File: src/rtl/reg_bank_arbiter.sv
`default_nettype none
// ============================================================================
// Module   : reg_bank_arbiter
// Brief    : Round-robin write arbiter. It shares one registered WIDTH-bit
//            output stage among NREQ requesters. Requesters use a REQ/ACK
//            handshake. The output uses a VALID/READY handshake.
//            Optional feature macro: REG_ARB_LOCK_EN. When defined, it lets
//            the current grant holder keep the grant while it asserts LOCK.
// Revision : 1.0 - initial release
// ============================================================================
module reg_bank_arbiter #(
  parameter int WIDTH = 5,
  parameter int NREQ  = 4   // legal range 2..4
) (
  input  logic                  CLK,
  input  logic                  RESETN,
  input  logic [NREQ-1:0]       REQ,
  input  logic [NREQ*WIDTH-1:0] I,
  input  logic [NREQ-1:0]       LOCK,
  output logic [NREQ-1:0]       ACK,
  output logic [WIDTH-1:0]      O,
  output logic                  VALID,
  input  logic                  READY,
  output logic [1:0]            GNT_ID
);

  localparam logic [0:0] ST_EMPTY = 1'b0;
  localparam logic [0:0] ST_FULL  = 1'b1;
  localparam logic [1:0] C_LAST   = 2'(NREQ - 1);

  logic [0:0]       r_state;
  logic [1:0]       r_ptr;
  logic [WIDTH-1:0] r_data;
  logic [1:0]       r_gnt_id;

  logic             w_accept;
  logic             w_found;
  logic             w_locked;
  logic [1:0]       w_win;
  logic [1:0]       w_ptr_next;
  logic [WIDTH-1:0] w_data;

  // Accept whenever someone requests and the holding stage is free or draining.
  // Reset gates the accept so that ACK drops as soon as reset is asserted.
  assign w_accept = RESETN && (|REQ) && ((r_state == ST_EMPTY) || READY);

  // Winner select: scan priority positions ptr, ptr+1, ... and take the first requester.
  // A lock held by the current grant owner overrides the scan.
  always_comb begin
    w_found  = 1'b0;
    w_locked = 1'b0;
    w_win    = 2'd0;
    for (int i = 0; i < NREQ; i++) begin
      for (int k = 0; k < NREQ; k++) begin
        if (!w_found && REQ[k] && (((int'(r_ptr) + i) % NREQ) == k)) begin
          w_found = 1'b1;
          w_win   = 2'(k);
        end
      end
    end
`ifdef REG_ARB_LOCK_EN
    for (int k = 0; k < NREQ; k++) begin
      if ((int'(r_gnt_id) == k) && LOCK[k] && REQ[k]) begin
        w_locked = 1'b1;
        w_win    = 2'(k);
      end
    end
`endif
  end

`ifndef REG_ARB_LOCK_EN
  // LOCK is part of the port list for pin compatibility only.
  logic w_unused_lock;
  assign w_unused_lock = ^LOCK;
`endif

  assign w_ptr_next = (w_win == C_LAST) ? 2'd0 : w_win + 2'd1;

  // Data mux: pick the winning requester's word. This path feeds only the output register.
  always_comb begin
    w_data = '0;
    for (int k = 0; k < NREQ; k++) begin
      if (w_win == 2'(k)) begin
        w_data = I[k*WIDTH +: WIDTH];
      end
    end
  end

  // One-hot acknowledge for the winner in the accepting cycle.
  generate
    for (genvar k = 0; k < NREQ; k++) begin : g_ack
      assign ACK[k] = w_accept && (w_win == 2'(k));
    end
  endgenerate

  // Holding stage. It loads on accept and empties when downstream takes the word.
  // Locked grants leave the round-robin pointer untouched.
  always_ff @(posedge CLK or negedge RESETN) begin
    if (!RESETN) begin
      r_state  <= ST_EMPTY;
      r_ptr    <= 2'd0;
      r_data   <= '0;
      r_gnt_id <= 2'd0;
    end else if (w_accept) begin
      r_state  <= ST_FULL;
      r_data   <= w_data;
      r_gnt_id <= w_win;
      if (!w_locked) begin
        r_ptr <= w_ptr_next;
      end
    end else if ((r_state == ST_FULL) && READY) begin
      r_state <= ST_EMPTY;
    end
  end

  assign O      = r_data;
  assign VALID  = (r_state == ST_FULL);
  assign GNT_ID = r_gnt_id;

endmodule
`default_nettype wire
File: config.mk
export PLATFORM = sky130hd
export DESIGN_NAME = reg_bank_arbiter
export DESIGN_NICKNAME = d
export VERILOG_FILES = /design/src/rtl/reg_bank_arbiter.sv
export SDC_FILE = /design/constraint.sdc
export NUM_CORES = 1
export LEC_CHECK = 0
export CORE_ASPECT_RATIO = 0.7
export CORE_MARGIN = 2
export CORE_UTILIZATION = 38
export CTS_CLUSTER_DIAMETER = 50
export DETAILED_ROUTE_END_ITERATION = 8
export PLACE_DENSITY = 0.91
export SETUP_SLACK_MARGIN = 0.5
export SLEW_MARGIN = 20
export SYNTH_ARGS = -nofsm -noshare
export SYNTH_HDL_FRONTEND = slang
export SYNTH_SLANG_ARGS = --single-unit
File: constraint.sdc
create_clock -name CLK -period 2.6 [get_ports CLK]
set_clock_uncertainty 0.1 [all_clocks]
set_input_delay 0.52 -clock CLK [delete_from_list [all_inputs] [get_ports CLK]]
set_output_delay 0.52 -clock CLK [all_outputs]
set_load 0.05 [all_outputs]
==> summary.md, run 1 <==
| Metric | Value |
|---|---|
| Number of synthesis warnings | 0 |
| Initial Util | 41.0% |
| Clock Pin Slew Worst Setup and Hold Paths | 80 ps |
| Total Power | 1.42 mW |
| Worst slew pin tran | between 500 and 600 ps |
| Syn_nets | 120 |
| First-pass GRT wire length | 4350 µm |
| Multi-input gate area | 586 µm² |
| Seq pwr share | 19.3% |
| Comb pwr share | 69.9% |
| GP Congestion | 0.811 |
| Worst Hold Class | reg -> reg |
| Die Y | 41.8 µm |
| Vias in the first global route | approximately 940 |
| Main area contributors after synthesis | dfrtp_1 (32%), a21oi_1 (7.1%), a221o_1 (6.5%), ha_1 (6.5%), nand3b_1 (4.8%) |
| Async SR Flop Fraction | 100% |
| First DRT Iteration DRCs | 27 |
| Final setup vio count | 0 |
| Static leakage | roughly 0.67 nW |
| Sw Pwr | 645 µW |
| Root Driver | clkbuf_4 |
| Final Cell Area | 1550 µm² |
| Post-synth EDFFs | 0 |
| IO Port Bufs | 38 |
| Synthesized area | 774 µm² |
| FILL cells | between 100 and 150 |
| Core area | 1890 µm² |
| Slowest stage cell, crit path | dfrtp_2 |
| Hold Path Sink | GNT_ID[0] |
| RSZ-0062 raised after global routing | yes |
| Post-synthesis sequential area ratio | 32.3% |
| R2r endpoint | O[4] |
| Commonest cells post-synth | a21oi_1 (11), dfrtp_1 (10), nand2_1 (8), inv_1 (6) |
| R2R depth | 9 |
| WP data arrival | 1880 ps |
| Startpoint types | register |
| Final HPWL DP | about 1800 µm |
| Area grow syn2layout | 101% |
| MaxCap Viol Count | 0 |
| TritonCTS clock tree | built |
| Dominant cell type by area after synthesis | dfrtp_1 |
| Drt drc | 0 |
| Wirelength per Cell | 16.0 µm |
| Total gr overflow | 0 |
| Placement Cell Area | ~1400 µm² |
| Share of cells above drive strength 1 | about two fifths |
| Pin count of the biggest net entering global routing | 12 |
| Antenna diodes | 0 |
| Crit Path Category | reg -> out |
| Peak VDD IR | 0.646 mV |
| Die area | 2420 µm² |
| Vias/cell | 5.45 |
| Status | finished, final reports clean |
| CP endpoint kind | primary output |
| Worst EP required | 1980 ps |
| Finished Layout Cells | 168 |
| Worst-path fanout max | 5 |
| Count of cell types in the netlist | 29 |
| Final hold violation count | 0 |
| Sequential cell area | ~250 µm² |
| P_int | 779 µW |
| Htree depth | 1 |
| CP cell instances | or3b_4 -> o221ai_4 -> ha_2 -> and3_4 -> buf_12 |
| Cell with the most instances after synthesis | a21oi_1 |
| Cells after Synth | 85 |
| Synthesized area per cell | 9.11 µm² |
| R2R Setup Slk | approximately 300 ps |
| Final worst-path cycle share | between 90% and 100% |
| CTS Sinks | 10 |
| Max-slew violations | 0 |
| Max-slew headroom | 65.6% |
| Die W | 58.0 µm |
| WP buf/inv | 1 |
| Final wirelength | 2690 µm |
| FF-to-FF Start | r_ptr[1] |
| FMAX | ~400 MHz |
| Row cnt | 13 |
| Worst stage delay on the critical path | 470 ps |
| Post-DRT Antenna Nets | 0 |
| Max Root-Sink Buffers | 2 |
| Power per standard cell area | between 900 and 1000 nW/µm² |
| Minimum clock period after layout | 2500 ps |
| Top Ports | 43 |
| Setup TNS | 0 ps |
| Post-synth top area share | 32.3% |
| Hold Startpoint | GNT_ID[0] |
| Vias | roughly 920 |
| Top_reg_cell synth | dfrtp_1 |
| Depth of the worst hold-timing path | 2 |
| Final net count | 182 |
| Clk_lat worst skew | 290 ps |
| Switching part of the total | 45.3% |
| DP Cell Count | about 160 |
| DR pass1 iterations | 5 |
| Family with the most delay on the worst path | simple AND/OR/NAND/NOR gates |
| Initial antenna violation count | 0 |
| Util after Layout | a little over 80% |
| Gr usage total | 24.2% |
| Total CTS buffers | 3 |
| Yosys reg bits | 10 |
| Part of the power in the clock network | 10.8% |
[placed cells by master (no fill, tap or decap), drive strengths merged, types with 2 or more instances in the layout]
master and instances:
a21oi 11, a221o 5, a31oi 5, and3 4, buf 30, clkbuf 4, clkdlybuf4s15 2, clkdlybuf4s50 26
dfrtp 10, dlymetal6s2s 4, ha 4, inv 7, nand2 8, nand2b 2, nand3b 5, nor2 2
nor2b 2, o21ai 4, o31ai 2
[power groups by stage]
| stage | combinational, mW | sequential, mW | clock (mW) |
|---|---|---|---|
| 4_1_cts | 0.975 | 0.272 | 0.149 |
| 3_3_place_gp | 0.835 | 0.267 | 0 |
| 2_1_floorplan | 0.393 | 0.432 | 0 |
| 3_5_place_dp | 0.857 | 0.271 | 0 |
| 5_1_grt | 1.06 | 0.283 | 0.160 |
| 6_report | 0.995 | 0.275 | 0.154 |
[logic make-up after synthesis]
family | Yosys count | share of synthesized area, %
mux | 2 | 3.23
buf+inv | 12 | 6.62
flops | 10 | 32.3
simple gates | 25 | 18.4
fa+ha+maj | 4 | 6.46
compound gates | 32 | 33.0
[state kept, by name, indices dropped and copies added (netlist names)]
signal  count
GNT_ID      2
O           5
VALID       1
r_ptr       2
[final cells by class]
class,count,share of cell area (%)
clock buffer,4,2.33
inverter,7,1.85
multi-input combinational,63,37.7
sequential,10,16.2
tap,22,1.77
timing repair buffer,62,40.2
[per-layer routing]
layer | track usage (%) | wire (µm) | vias to the layer above
met5 | 0 | 0 | -
met4 | 9.30 | 50 | 0
met3 | 7.48 | 161 | 6
met2 | 39.3 | 1270 | 43
met1 | 29.8 | 1210 | 431
li1 | - | - | 435
[through the flow]
stage / setup WS [ps] / hold slack, ps
2_1_floorplan: 368 / 124
3_3_place_gp: -200 / 400
3_5_place_dp: -257 / 412
4_1_cts: 133 / 428
5_1_grt: 72.8 / 447
6_report: 101 / 421
[how the worst max path moves through the flow]
stage | start | slack [ps] | cells past startpoint | end
after floorplan | REQ[1] | 370 | 6 | ACK[3]
after global placement | REQ[2] | -200 | 7 | ACK[1]
after detailed placement | REQ[2] | -260 | 9 | O[4]
after CTS | r_ptr[1] | 130 | 5 | ACK[2]
after global routing | r_ptr[1] | 70 | 6 | ACK[1]
final | r_ptr[1] | 100 | 5 | ACK[2]
[timing repair]
| item | 4_1_cts | 5_1_grt |
|---|---|---|
| gates cloned | 0 | 0 |
| buffers inserted | 7 | 1 |
| hold buffers | 0 | 0 |
| pin swaps | 15 | 4 |
| setup endpoints to repair | 12 | 13 |
| resized for setup | 30 | 4 |
[worst register-to-register path, stage by stage (launching register included)]
cell and delay (ps):
dfrtp_2 470, or3b_4 400, o221ai_4 120, inv_4 90
ha_4 180, buf_6 120, buf_6 110, nand3b_1 150
a221o_1 310, a31oi_1 170
(Power assumes the default switching activity.)
==> run 2: changes to the inputs <==
--- a/config.mk
+++ b/config.mk
@@ -10,6 +10,7 @@
 export CORE_UTILIZATION = 38
 export CTS_CLUSTER_DIAMETER = 50
 export DETAILED_ROUTE_END_ITERATION = 8
+export GPL_ROUTABILITY_DRIVEN = 0
 export PLACE_DENSITY = 0.91
 export SETUP_SLACK_MARGIN = 0.5
 export SLEW_MARGIN = 20
==> results of run 2 <==
The final DEF is identical to that of run 1; final timing and power are the same.
==> run 3: changes to the inputs <==
--- a/config.mk
+++ b/config.mk
@@ -6,12 +6,14 @@
 export NUM_CORES = 1
 export LEC_CHECK = 0
 export CORE_ASPECT_RATIO = 0.7
-export CORE_MARGIN = 2
+export CORE_MARGIN = 1
 export CORE_UTILIZATION = 38
 export CTS_CLUSTER_DIAMETER = 50
+export CTS_CLUSTER_SIZE = 30
 export DETAILED_ROUTE_END_ITERATION = 8
 export GPL_ROUTABILITY_DRIVEN = 0
 export PLACE_DENSITY = 0.91
+export REMOVE_ABC_BUFFERS = 1
 export SETUP_SLACK_MARGIN = 0.5
 export SLEW_MARGIN = 20
 export SYNTH_ARGS = -nofsm -noshare
==> run 3 against run 2 <==
  * Total power rose by 5.0%
  * Non-clock buffer count rose by 5
  * Fmax rose by 0.91%
  * Die area fell by 8.1%
==> summary.md, run 3 (synthesis results as in run 1) <==
| Metric | Value |
|---|---|
| Status | finished, final reports clean |
| Vias/cell | between 5 and 6 |
| Peak VDD IR | 0.706 mV |
| Critical Path Start | r_ptr[1] |
| Hold Path Sink | GNT_ID[1] |
| Most frequent cells in the layout | clkdlybuf4s50_1 (25), buf_4 (25), a21oi_1 (10) |
| Clk_lat worst skew | approximately 280 ps |
| Total CTS buffers | 3 |
| CP cell instances | or3b_4 -> o221ai_4 -> ha_2 -> and3_4 -> buf_12 |
| Share of cells above drive strength 1 | 43.7% |
| Setup TNS | 0 ps |
| Final wirelength | 3430 µm |
| Vias in the first global route | 1,013 |
| Worst-path fanout max | 5 |
| Hold_buf cts | 0 |
| Row cnt | 13 |
| Antenna diodes | 0 |
| Root Driver | clkbuf_4 |
| Clock Pin Slew Worst Setup and Hold Paths | ~90 ps |
| Initial Util | 41.0% |
| Die area | 2230 µm² |
| Place WS | -306 ps |
| Final hold violation count | 0 |
| Multi-input gate area | slightly below 600 µm² |
| R2R depth | 10 |
| CP endpoint kind | primary output |
| Worst stage delay on the critical path | 460 ps |
| FILL cells | 103 |
| Crit Path Category | reg -> out |
| IO Port Bufs | 38 |
| R2r endpoint | O[0] |
| Depth of the worst hold-timing path | 2 |
| Power per standard cell area | 940 nW/µm² |
| Worst EP required | 1980 ps |
| Placement Cell Area | 1330 µm² |
| Pin count of the biggest net entering global routing | 12 |
| WP data arrival | 1860 ps |
| TritonCTS clock tree | built |
| R2R Setup Slk | 260 ps |
| Wirelength per Cell | 19.8 µm |
| First-pass GRT wire length | 4890 µm |
| Final Cell Area | 1590 µm² |
| WP buf/inv | 1 |
| Max-slew headroom | 65.0% |
| CTS Sinks | 10 |
| Family with the most delay on the worst path | simple AND/OR/NAND/NOR gates |
| Final HPWL DP | 2070 µm |
| Worst Hold Class | reg -> reg |
| Sequential cell area | around 250 µm² |
| Vias | 1,009 |
| Drt drc | 0 |
| Setup WS post-layout | 123 ps |
| Area grow syn2layout | 105% |
| Hold Startpoint | GNT_ID[1] |
| Htree depth | 1 |
| MaxCap Viol Count | 0 |
| Core area | 1890 µm² |
| Gr usage total | between 30% and 40% |
| DR pass1 iterations | 4 |
| Die Y | 39.8 µm |
| Static leakage | approximately 0.70 nW |
| Max-slew violations | 0 |
| Slowest stage cell, crit path | dfrtp_2 |
| Minimum clock period after layout | 2480 ps |
| First DRT Iteration DRCs | 42 |
| Startpoint types | register |
| Total gr overflow | 0 |
| Top Ports | 43 |
| Final worst-path cycle share | a little over nine tenths |
| RSZ-0062 raised after global routing | yes |
| Largest register FFs | 5 |
| Post-DRT Antenna Nets | 0 |
| Worst slew pin tran | 524 ps |
| FMAX | 404 MHz |
| Initial antenna violation count | 0 |
| Max Root-Sink Buffers | 2 |
| FF-to-FF Start | r_ptr[1] |
| Final setup vio count | 0 |
| Final net count | 187 |
| Die W | about 56 µm |
run 3: where the power goes:
| part | switching (mW) | internal [mW] |
|---|---|---|
| Combinational | 0.564 | 0.502 |
| Clock | 0.0689 | 0.0851 |
| Sequential | 0.0553 | 0.220 |
| Total | 0.688 | 0.807 |
run 3: worst reg2reg max path, delay by kind of cell, from the launching register on:
| family | cells | cell delay, ps |
|---|---|---|
| AOI/OAI and AO/OA | 3 | 820 |
| adders and majority gates | 1 | 180 |
| buffers and inverters | 3 | 320 |
| DFF | 1 | 430 |
| and+or+nand+nor | 3 | 400 |
run 3: how the worst max path moves through the flow:
stage,endpoint,slack [ps],cells after the start
5_1_grt,ACK[2],70,6
4_1_cts,ACK[2],190,5
6_report,ACK[2],120,5
3_5_place_dp,ACK[0],-310,7
3_3_place_gp,ACK[0],-240,7
2_1_floorplan,ACK[1],110,5
run 3: layout make-up:
| cell class | instances | area share (%) |
|---|---|---|
| repair buffers | 67 | 41.0 |
| multi-input cells | 63 | 37.3 |
| flip-flops and latches | 10 | 15.9 |
| clock buffers | 4 | 2.28 |
| inverters | 7 | 1.81 |
| well taps | 22 | 1.73 |
run 3: metrics by stage:
step | util [%] | power [mW] | hold slack, ps | std cells
3_3_place_gp | 70.4 | 1.06 | 395 | 157
2_1_floorplan | - | 0.754 | 124 | 80
4_1_cts | 80.5 | 1.37 | 445 | 168
5_1_grt | 84.3 | 1.56 | 468 | 173
6_report | 84.3 | 1.49 | 440 | 173
3_5_place_dp | 70.4 | 1.09 | 427 | 157
run 3: what timing repair did:
action                                  CTS  global route
resized for setup                        40            10
endpoints found under the setup margin   11            14
pin swaps                                 8             4
buffers inserted                          7             4
cloned                                    0             1
run 3: routing by layer:
metal  vias to the layer above  part of all wire, %  GRT usage [%]
met5                         -                    0              0
met4                         0                  3.5           12.8
met3                        12                  8.0           6.27
met2                        65                   50           56.3
met1                       481                   39           35.9
li1                        451                    -              -
